**src/rtl/axi4_mmio_responder.sv**
```systemverilog
// AXI4 memory-mapped register responder: NREGS 32-bit registers reached through INCR bursts,
// with independent read and write state machines sharing one register file.
module axi4_mmio_responder #(
  parameter int unsigned NREGS     = 16,
  parameter logic [31:0] BASE_ADDR = 32'h4300_0000
) (
  input  logic        clk,
  input  logic        reset,
  input  logic        io_M_AXI_ar_valid,
  output logic        io_M_AXI_ar_ready,
  input  logic [31:0] io_M_AXI_ar_bits_addr,
  input  logic [11:0] io_M_AXI_ar_bits_id,
  input  logic [7:0]  io_M_AXI_ar_bits_len,
  input  logic [2:0]  io_M_AXI_ar_bits_size,
  input  logic        io_M_AXI_aw_valid,
  output logic        io_M_AXI_aw_ready,
  input  logic [31:0] io_M_AXI_aw_bits_addr,
  input  logic [11:0] io_M_AXI_aw_bits_id,
  input  logic [7:0]  io_M_AXI_aw_bits_len,
  input  logic [2:0]  io_M_AXI_aw_bits_size,
  input  logic        io_M_AXI_w_valid,
  output logic        io_M_AXI_w_ready,
  input  logic [31:0] io_M_AXI_w_bits_data,
  input  logic [3:0]  io_M_AXI_w_bits_strb,
  input  logic        io_M_AXI_w_bits_last,
  output logic        io_M_AXI_b_valid,
  input  logic        io_M_AXI_b_ready,
  output logic [11:0] io_M_AXI_b_bits_id,
  output logic [1:0]  io_M_AXI_b_bits_resp,
  output logic        io_M_AXI_r_valid,
  input  logic        io_M_AXI_r_ready,
  output logic [31:0] io_M_AXI_r_bits_data,
  output logic [11:0] io_M_AXI_r_bits_id,
  output logic        io_M_AXI_r_bits_last,
  output logic [1:0]  io_M_AXI_r_bits_resp
);

  localparam int unsigned IDXW        = (NREGS > 1) ? $clog2(NREGS) : 1;
  localparam logic [31:0] WIN_BYTES   = 32'(NREGS * 4);
  localparam logic [1:0]  RESP_OKAY   = 2'b00;
  localparam logic [1:0]  RESP_SLVERR = 2'b10;
  localparam logic [1:0]  RESP_DECERR = 2'b11;

  typedef enum logic       {R_IDLE, R_DATA} r_state_e;
  typedef enum logic [1:0] {W_IDLE, W_DATA, W_RESP} w_state_e;

  logic [31:0] regs_q [NREGS];

  r_state_e    r_state_q, r_state_d;
  logic [31:0] r_addr_q, r_data_q;
  logic [11:0] r_id_q;
  logic [7:0]  r_len_q, r_cnt_q;
  logic [2:0]  r_size_q;
  logic [1:0]  r_resp_q;
  logic        r_last_q;

  w_state_e    w_state_q, w_state_d;
  logic [31:0] w_addr_q;
  logic [11:0] w_id_q;
  logic [7:0]  w_len_q, w_cnt_q;
  logic [2:0]  w_size_q;
  logic [1:0]  w_resp_q;

  logic        ar_hs_c, r_hs_c, rd_cap_c;
  logic [31:0] rd_addr_c, rd_off_c, rd_data_c;
  logic [2:0]  rd_size_c;
  logic [1:0]  rd_resp_c;
  logic [IDXW-1:0] rd_idx_c;

  logic        aw_hs_c, w_hs_c, b_hs_c, wr_en_c, wr_final_c;
  logic [31:0] wr_off_c;
  logic [1:0]  wr_beat_resp_c, wr_resp_acc_c;
  logic [IDXW-1:0] wr_idx_c;

  assign ar_hs_c = io_M_AXI_ar_valid && io_M_AXI_ar_ready;
  assign r_hs_c  = io_M_AXI_r_valid && io_M_AXI_r_ready;
  assign aw_hs_c = io_M_AXI_aw_valid && io_M_AXI_aw_ready;
  assign w_hs_c  = io_M_AXI_w_valid && io_M_AXI_w_ready;
  assign b_hs_c  = io_M_AXI_b_valid && io_M_AXI_b_ready;

  // ---------------- read path ----------------
  always_ff @(posedge clk) begin
    if (reset) r_state_q <= R_IDLE;
    else       r_state_q <= r_state_d;
  end

  always_comb begin
    r_state_d = r_state_q;
    case (r_state_q)
      R_IDLE:  if (ar_hs_c) r_state_d = R_DATA;
      R_DATA:  if (r_hs_c && r_last_q) r_state_d = R_IDLE;
      default: r_state_d = R_IDLE;
    endcase
  end

  always_comb begin
    io_M_AXI_ar_ready = (r_state_q == R_IDLE);
    io_M_AXI_r_valid  = (r_state_q == R_DATA);
  end

  // Beat lookup: first beat comes from the AR channel, later beats from the advanced address.
  always_comb begin
    rd_addr_c = r_addr_q + 32'd4;
    rd_size_c = r_size_q;
    if (r_state_q == R_IDLE) begin
      rd_addr_c = io_M_AXI_ar_bits_addr & 32'hFFFF_FFFC;
      rd_size_c = io_M_AXI_ar_bits_size;
    end
    rd_off_c  = rd_addr_c - BASE_ADDR;
    rd_idx_c  = rd_off_c[IDXW+1:2];
    rd_data_c = 32'd0;
    rd_resp_c = RESP_OKAY;
    if (rd_size_c != 3'd2)         rd_resp_c = RESP_SLVERR;
    else if (rd_off_c >= WIN_BYTES) rd_resp_c = RESP_DECERR;
    else                           rd_data_c = regs_q[rd_idx_c];
  end

  assign rd_cap_c = ar_hs_c || (r_hs_c && !r_last_q);

  always_ff @(posedge clk) begin
    if (reset) begin
      r_addr_q <= '0;
      r_data_q <= '0;
      r_id_q   <= '0;
      r_len_q  <= '0;
      r_cnt_q  <= '0;
      r_size_q <= '0;
      r_resp_q <= '0;
      r_last_q <= 1'b0;
    end else begin
      if (ar_hs_c) begin
        r_id_q   <= io_M_AXI_ar_bits_id;
        r_len_q  <= io_M_AXI_ar_bits_len;
        r_size_q <= io_M_AXI_ar_bits_size;
        r_cnt_q  <= 8'd0;
        r_last_q <= (io_M_AXI_ar_bits_len == 8'd0);
      end else if (r_hs_c && !r_last_q) begin
        r_cnt_q  <= r_cnt_q + 8'd1;
        r_last_q <= ((r_cnt_q + 8'd1) == r_len_q);
      end
      if (rd_cap_c) begin
        r_addr_q <= rd_addr_c;
        r_data_q <= rd_data_c;
        r_resp_q <= rd_resp_c;
      end
    end
  end

  assign io_M_AXI_r_bits_data = r_data_q;
  assign io_M_AXI_r_bits_id   = r_id_q;
  assign io_M_AXI_r_bits_last = r_last_q;
  assign io_M_AXI_r_bits_resp = r_resp_q;

  // ---------------- write path ----------------
  always_ff @(posedge clk) begin
    if (reset) w_state_q <= W_IDLE;
    else       w_state_q <= w_state_d;
  end

  always_comb begin
    w_state_d = w_state_q;
    case (w_state_q)
      W_IDLE:  if (aw_hs_c) w_state_d = W_DATA;
      W_DATA:  if (w_hs_c && wr_final_c) w_state_d = W_RESP;
      W_RESP:  if (b_hs_c) w_state_d = W_IDLE;
      default: w_state_d = W_IDLE;
    endcase
  end

  always_comb begin
    io_M_AXI_aw_ready = (w_state_q == W_IDLE);
    io_M_AXI_w_ready  = (w_state_q == W_DATA);
    io_M_AXI_b_valid  = (w_state_q == W_RESP);
  end

  // Per-beat status; SLVERR dominates DECERR, which dominates OKAY.
  always_comb begin
    wr_off_c       = w_addr_q - BASE_ADDR;
    wr_idx_c       = wr_off_c[IDXW+1:2];
    wr_final_c     = (w_cnt_q == w_len_q);
    wr_en_c        = w_hs_c && (w_size_q == 3'd2) && (wr_off_c < WIN_BYTES);
    wr_beat_resp_c = RESP_OKAY;
    if ((w_size_q != 3'd2) || (io_M_AXI_w_bits_last != wr_final_c))
      wr_beat_resp_c = RESP_SLVERR;
    else if (wr_off_c >= WIN_BYTES)
      wr_beat_resp_c = RESP_DECERR;
    if ((w_resp_q == RESP_SLVERR) || (wr_beat_resp_c == RESP_SLVERR))
      wr_resp_acc_c = RESP_SLVERR;
    else if ((w_resp_q == RESP_DECERR) || (wr_beat_resp_c == RESP_DECERR))
      wr_resp_acc_c = RESP_DECERR;
    else
      wr_resp_acc_c = RESP_OKAY;
  end

  always_ff @(posedge clk) begin
    if (reset) begin
      w_addr_q <= '0;
      w_id_q   <= '0;
      w_len_q  <= '0;
      w_cnt_q  <= '0;
      w_size_q <= '0;
      w_resp_q <= '0;
    end else if (aw_hs_c) begin
      w_addr_q <= io_M_AXI_aw_bits_addr & 32'hFFFF_FFFC;
      w_id_q   <= io_M_AXI_aw_bits_id;
      w_len_q  <= io_M_AXI_aw_bits_len;
      w_size_q <= io_M_AXI_aw_bits_size;
      w_cnt_q  <= 8'd0;
      w_resp_q <= RESP_OKAY;
    end else if (w_hs_c) begin
      w_addr_q <= w_addr_q + 32'd4;
      w_cnt_q  <= w_cnt_q + 8'd1;
      w_resp_q <= wr_resp_acc_c;
    end
  end

  assign io_M_AXI_b_bits_id   = w_id_q;
  assign io_M_AXI_b_bits_resp = w_resp_q;

  // Register file; reads on the same edge see the pre-write contents.
  always_ff @(posedge clk) begin
    if (reset) begin
      for (int i = 0; i < int'(NREGS); i++) regs_q[i] <= '0;
    end else if (wr_en_c) begin
      for (int b = 0; b < 4; b++)
        if (io_M_AXI_w_bits_strb[b]) regs_q[wr_idx_c][8*b +: 8] <= io_M_AXI_w_bits_data[8*b +: 8];
    end
  end

endmodule

```
**config.mk**
```make
export PLATFORM = sky130hd
export DESIGN_NAME = axi4_mmio_responder
export DESIGN_NICKNAME = d
export VERILOG_FILES = /design/src/rtl/axi4_mmio_responder.sv
export SDC_FILE = /design/constraint.sdc
export NUM_CORES = 1
export LEC_CHECK = 0
export CAP_MARGIN = 20
export CORE_UTILIZATION = 30
export DETAILED_ROUTE_END_ITERATION = 7
export GPL_ROUTABILITY_DRIVEN = 0
export PLACE_DENSITY_LB_ADDON = 0.25
export SLEW_MARGIN = 20
export SYNTH_ARGS = -nofsm -noshare
export SYNTH_HDL_FRONTEND = slang
export SYNTH_SLANG_ARGS = --single-unit
```
**constraint.sdc**
```tcl
create_clock -name clk -period 3.15 [get_ports clk]
set_input_delay 0.4725 -clock clk [delete_from_list [all_inputs] [get_ports clk]]
set_output_delay 0.4725 -clock clk [all_outputs]
set_load 0.005 [all_outputs]
```
==> results of run 1 <==
-- synth_stat cells, drive strengths merged, types with 2 or more instances --
master       count  area (µm²)
a211oi         186        1400
a21o            34         285
a21oi          120         601
a22oi            8        60.1
a2bb2oi          4        35.0
a311oi          70         613
a31oi           67         419
and2           646        4040
and3             7        43.8
and4             5        47.6
buf             19         136
clkbuf         193         775
dfxtp          162        3240
dlygate4sd3      3        30.0
edfxtp         512       15400
ha               7        87.6
inv             14        52.6
mux2             3        33.8
mux2i            8        80.1
nand2          472        1770
nand2b           5        31.3
nand3           38         195
nand3b           2        15.0
nand4           27         199
nor2           179         672
nor2b           10        62.6
nor3            20         100
nor4            21         153
nor4b            2        17.5
o211ai           3        22.5
o21ai           58         403
o31ai            6        45.0
o32a             2        21.3
o32ai            3        26.3
or2             74         463
or3             10        65.1
or4              8        62.6
xnor2           35         307
xor2            33         289
-- stage by stage --
stage                     util, %  instance area (µm²)
after floorplan                 -                32400
after global routing         36.9                39500
after global placement       34.4                36900
after CTS                    36.8                39500
final                        36.9                39500
after detailed placement     34.4                36900
-- critical path, delay by kind of cell (launching register included) --
family / cells / cell delay [ns]
AND/OR/NAND/NOR: 5 / 1.35
AO/OA/AOI/OAI: 3 / 0.45
buffers and inverters: 2 / 0.42
flip-flops: 1 / 0.40
adder cells (fa/ha/maj): 1 / 0.24
-- per-layer routing --
layer / vias to the layer above / track usage [%] / wire length (µm)
met4: 8 / 4.95 / 2170
li1: 11400 / - / -
met3: 142 / 2.65 / 4270
met1: 11300 / 22.5 / 42100
met5: - / 0 / 43
met2: 471 / 28.9 / 45800
-- area by class of cell --
class                   count  area (µm²)  share of cell area [%]
multi-input cells        2191       13000                    32.8
clock buffers             109        2180                    5.51
clock inverters            33         450                    1.14
well taps                1403        1760                    4.44
repair buffers            368        3530                    8.92
inverters                  14        52.6                   0.133
flip-flops and latches    674       18600                    47.1
-- worst paths after layout --
check | from | endpoint | slack (ns)
max | r_addr_q[2]$_SDFFE_PP0P_ | io_M_AXI_r_bits_data[4]$_SDFFE_PP0P_ | 0.16
min | io_M_AXI_ar_bits_id[6] | io_M_AXI_r_bits_id[6]$_SDFFE_PP0P_ | 0.39
max reg2reg | r_addr_q[2]$_SDFFE_PP0P_ | io_M_AXI_r_bits_data[4]$_SDFFE_PP0P_ | 0.16
min reg2reg | io_M_AXI_r_bits_data[18]$_SDFFE_PP0P_ | io_M_AXI_r_bits_data[18]$_SDFFE_PP0P_ | 0.45
-- registers in the layout, summed over array words and instances (netlist names) --
register and flops:
r_size_q 3, io_M_AXI_b_bits_id 12, w_state_q 2, io_M_AXI_r_bits_id 12, r_len_q 8, r_cnt_q 8
w_len_q 8, regs_q 512, io_M_AXI_b_bits_resp 2, io_M_AXI_r_bits_last 1, w_size_q 3, w_addr_q 30
r_addr_q 30, io_M_AXI_r_bits_resp 2, io_M_AXI_r_bits_data 32, io_M_AXI_r_valid 1, w_cnt_q 8
-- repair_timing --
item | 4_1_cts | 5_1_grt
setup endpoints to repair | 0 | 63
resized for setup | 0 | 9
endpoints found under the hold margin | 0 | 0
-- cell families (layout without fill, tap and decap cells) --
group	after synthesis	after routing
AND/OR/NAND/NOR	1531	1531
XOR/XNOR	68	68
buffers and inverters	229	524
flip-flops	674	674
adder cells (fa/ha/maj)	7	7
AO/OA/AOI/OAI	574	574
multiplexers	11	11
-- placed cells by master, fill, tap and decap left out, drive strengths merged, types with 38 or more instances in the layout --
| master | n |
|---|---|
| a211oi | 186 |
| a31oi | 67 |
| o21ai | 58 |
| clkdlybuf4s50 | 214 |
| nand3 | 38 |
| edfxtp | 512 |
| clkbuf | 109 |
| a21oi | 120 |
| dfxtp | 162 |
| and2 | 646 |
| nand2 | 472 |
| nor2 | 179 |
| or2 | 74 |
| buf | 154 |
| a311oi | 70 |
-- power by group --
part           switching, µW  leakage (µW)  internal, µW
clock network           3740       0.00129          5530
registers                191       0.00661          9880
logic                   1740       0.00626          1040
total                   5670        0.0142         16400
==> results_dict.tcl, run 1 <==
set metrics [dict create \
    hpwl_um 61600 \
    crit_type "register to register" \
    yosysSeqAreaShare_pct 57.4 \
    synthesis.nets 3255 \
    drtAntennaViolNets 0 \
    wl_per_cell_um 19.7 \
    totalWireLength_um 94400 \
    drc 0 \
    synthDistinctLibCells 73 \
    synth_area_mm2 0.0324 \
    drt-pass1-iter-count 5 \
    cts-root-buf "clkbuf_16" \
    hold_ws_ns 0.385 \
    clkLatencyLatePin_ns 0.64 \
    period_needed_ns 2.99 \
    grt_pass1_wl_um 141000 \
    die_w_um 331 \
    start_kind "register" \
    grt_pass1_vias 23000 \
    setup_viol 0 \
    crit_path_cell_trace "ha_2 -> nand4_1 -> or4_4 -> buf_4 -> nor4_4 -> a21oi_1 -> o21a_1 -> nor2_1 -> nand4_4 -> buf_12 -> o21ai_2" \
    area.growth.synth_to_final_pct 21.9 \
    min_path_type "input port to register" \
    synthXorXnorAreaFrac_pct 1.84 \
    globalRoute.totalOverflow 0 \
    slew_viol_final 0 \
    p_leak_uw 0.0142 \
    place_ws_ns -0.0217 \
    clock_skew_ns 0.0290 \
    setup_slack_ns 0.155 \
    ys.flop_type "edfxtp_1" \
    required_ns 3.70 \
    post_cts_buffers 0 \
    synth-compound-area-share_pct 12.5 \
    h-tree-depth 3 \
    end_kind "register" \
    synth_seq_cells 674 \
    p_per_area_mw_per_mm2 559 \
    core_area_mm2 0.107 \
    timing.final.crit_share_pct 95.1 \
    via_per_inst 4.87 \
    status "finished clean" \
    start_util_pct 30.3 \
    synth_cells 3094 \
    dieArea_mm2 0.109 \
    n_antenna_cell 0 \
    grt_max_degree 112 \
    ios 220 \
    gr-usage-all-layers_pct 17.1 \
    relSlewSlack_pct 45.0 \
    holdPathStages 3 \
    finalHoldViolCount 0 \
    max_stage_delay_ns 0.55 \
    yosys.area_share.simple_pct 24.6 \
    arrival_ns 3.55 \
    cts-buffers-inserted 76 \
    drv_cap 0 \
    critical_path.max_fanout 32 \
    synth_mux_area_share_pct 0.351 \
    setup_tns_ns 0 \
    max_freq_ghz 0.334 \
    fin_cells 4792 \
    worst_pin_slew_ns 0.822 \
    clockBufferDepth 3 \
    nets 3486 \
    antenna_found_initial 8 \
    fp.dieH_um 331 \
    ir_worst_vdd_v 0.000423 \
    port_buffers 215 \
    syn_area_per_cell_um2 10.5 \
    synth_top_family_by_area "simple AND/OR/NAND/NOR gates" \
    cts.sinks 674 \
    p_total_uw 22100 \
    clkTransAtPathRegs_ns 0.06 \
    synthArstFlopShare_pct 0 \
    post-place-cells 4650 \
    rr_worst_depth 11 \
    tritoncts "yes" \
    num_rows 120 \
    dr_total_vias 23400 \
    yosysWarnings 0 \
    drive_gt1_share_pct 12.8 \
    fill_cells 10600 \
    cpMaxStageDelayCell "or4_4" \
    synth_adder_area_share_pct 0.270 \
    synth_edf_count 512 \
    cts_hold_buf 0 \
    initialDrtViolationCount 1429 \
]
No activity file was read; power rests on OpenSTA's default activity.
==> inputs of run 2 (changes only) <==
==> constraint.sdc (replaced) <==
create_clock -name clk -period 3.7 [get_ports clk]
set_input_delay 0.555 -clock clk [delete_from_list [all_inputs] [get_ports clk]]
set_output_delay 0.555 -clock clk [all_outputs]
set_load 0.005 [all_outputs]
==> run 2 against run 1 <==
Utilization is 0.58 points lower. Flip-flop and latch count stayed put. Final cell count is 0.88% lower. Register-to-register slack better by 0.13 ns. Clock power is 21% lower. Total power is 18% lower. Worst hold slack worse by 0.055 ns. Maximum frequency is 12% lower. First-iteration DRC count is 4.7% higher. Critical endpoint is now io_M_AXI_r_bits_data[8]$_SDFFE_PP0P_. Global-route usage is 0.22 points lower.
==> results_dict.tcl, run 2 (synthesized netlist as in run 1, its figures left out) <==
set metrics [dict create \
    status "finished clean" \
    comb_power_share_pct 12.8 \
    ios 220 \
    setup_tns_ns 0 \
    rr_worst_depth 10 \
    largest-register "regs_q" \
    grt_pass1_vias 22700 \
    end_kind "register" \
    required_ns 4.26 \
    start_kind "register" \
    drt-pass1-iter-count 6 \
    holdPathStages 2 \
    dr_total_vias 23100 \
    fp.dieH_um 331 \
    dieArea_mm2 0.109 \
    reg2reg_slack_ns 0.29 \
    grt_max_degree 140 \
    gr-usage-all-layers_pct 16.9 \
    finalHoldViolCount 0 \
    swShare_pct 25.5 \
    post-route-cell-area_mm2 0.0389 \
    min_from "reset" \
    totalWireLength_um 93200 \
    tritoncts "yes" \
    clkLatencyLatePin_ns 0.62 \
    wl_per_cell_um 19.6 \
    timing.final.crit_share_pct 92.2 \
    drive_gt1_share_pct 11.2 \
    clockBufferDepth 3 \
    p_per_area_mw_per_mm2 468 \
    area.growth.synth_to_final_pct 19.9 \
    setup_viol 0 \
    antenna_found_initial 7 \
    die_w_um 331 \
    post-place-cells 4612 \
    rsz0062_at_grt "false" \
    clkTransAtPathRegs_ns 0.06 \
    min_path_type "input port to register" \
    relSlewSlack_pct 35.3 \
    post_cts_buffers 0 \
    layout_commonest_cell "and2_1" \
    num_rows 120 \
    nets 3447 \
    max_freq_ghz 0.293 \
    seq_power_share_pct 47.1 \
    globalRoute.totalOverflow 0 \
    h-tree-depth 3 \
    clock_skew_ns 0.0209 \
    arrival_ns 3.97 \
    p_int_uw 13600 \
    regToRegStartpoint "r_addr_q[2]$_SDFFE_PP0P_" \
    p_leak_uw 0.0138 \
    largest_register_ffs 512 \
    drtAntennaViolNets 0 \
    final_cell_mix "and2_1, edfxtp_1, nand2_1, clkdlybuf4s50_1, a211oi_1" \
    cts-buffers-inserted 75 \
    worst_pin_slew_ns 0.970 \
    r2r_end "io_M_AXI_r_bits_data[8]$_SDFFE_PP0P_" \
    holdPathEnd "r_addr_q[23]$_SDFFE_PP0P_" \
    via_per_inst 4.85 \
    cts_hold_buf 0 \
    critical_path.max_fanout 32 \
    power.clock.fraction_pct 40.1 \
    fill_cells 10700 \
    drc 0 \
    hpwl_um 60700 \
    start_util_pct 30.3 \
    crit_start "r_addr_q[2]$_SDFFE_PP0P_" \
    port_buffers 215 \
    placed_area_mm2 0.0365 \
    ctsResizeCount 0 \
    p_total_uw 18200 \
    core_area_mm2 0.107 \
    cts.sinks 674 \
    period_needed_ns 3.41 \
    initialDrtViolationCount 1496 \
    ir_worst_vdd_v 0.000288 \
    switching_power_uw 4640 \
    fin_cells 4750 \
    postLayoutCoreUtil_pct 36.3 \
    grt_pass1_wl_um 139000 \
    slew_viol_final 0 \
    drv_cap 0 \
    crit_type "register to register" \
    cts-root-buf "clkbuf_16" \
]
run 2: cell count changes in the layout (fill, tap and decap cells not counted), moves of 2 or more:
cell | previous run | this run
buf_4 | 135 | 101
buf_12 | 18 | 14
clkbuf_8 | 11 | 5
diode_2 | 0 | 2
or4_4 | 2 | 0
clkinv_1 | 5 | 12
inv_16 | 2 | 0
or4_1 | 4 | 6
clkinv_8 | 2 | 0
nor4_4 | 3 | 1
bufinv_16 | 8 | 5
run 2: worst max-delay path by stage:
stage | cells after the start | endpoint
2_1_floorplan | 11 | io_M_AXI_r_bits_data[10]$_SDFFE_PP0P_
3_3_place_gp | 9 | io_M_AXI_r_bits_data[0]$_SDFFE_PP0P_
3_5_place_dp | 10 | io_M_AXI_r_bits_data[8]$_SDFFE_PP0P_
4_1_cts | 10 | io_M_AXI_r_bits_data[8]$_SDFFE_PP0P_
5_1_grt | 10 | io_M_AXI_r_bits_data[31]$_SDFFE_PP0P_
6_report | 10 | io_M_AXI_r_bits_data[8]$_SDFFE_PP0P_
run 2: routing by layer:
layer / wire, µm / global-route usage, % / vias to the layer above
li1: - / - / 11300
met1: 41500 / 21.9 / 11200
met2: 45200 / 28.7 / 416
met3: 4450 / 3.07 / 106
met4: 1970 / 4.52 / 8
met5: 47 / 0 / -
run 2: worst max-delay path, stage by stage (launching register included):
cell,delay [ns]
dfxtp_1,0.49
ha_1,0.29
nand4_1,0.24
or4_1,0.70
nor2_1,0.23
mux2_2,0.35
o21a_1,0.19
nor2_1,0.22
nand4_4,0.15
buf_12,0.24
o21ai_2,0.18
run 2: metrics by stage:
stage	hold WS [ns]	setup WS, ns
after CTS	0.298	0.291
after global placement	0.441	0.334
after detailed placement	0.440	0.295
final	0.330	0.287
after global routing	0.326	0.0941
after floorplan	0.432	0.886
run 2: power groups by stage:
stage	logic (µW)	registers, µW	clock network, µW
finish	2330	8580	7300
global placement	2330	8730	0
floorplan	1390	8680	0
detailed placement	2350	8740	0
global route	2530	8610	7770
CTS	2350	8580	7510
run 2: final cells by class:
type | count | area (µm²) | area share (%)
clock buffers | 104 | 2100 | 5.40
inverters | 14 | 52.6 | 0.135
clock inverters | 32 | 282 | 0.723
well taps | 1403 | 1760 | 4.51
repair buffers | 330 | 3190 | 8.20
flip-flops and latches | 674 | 18600 | 47.9
multi-input cells | 2191 | 12900 | 33.2
diodes | 2 | 5.00 | 0.0129
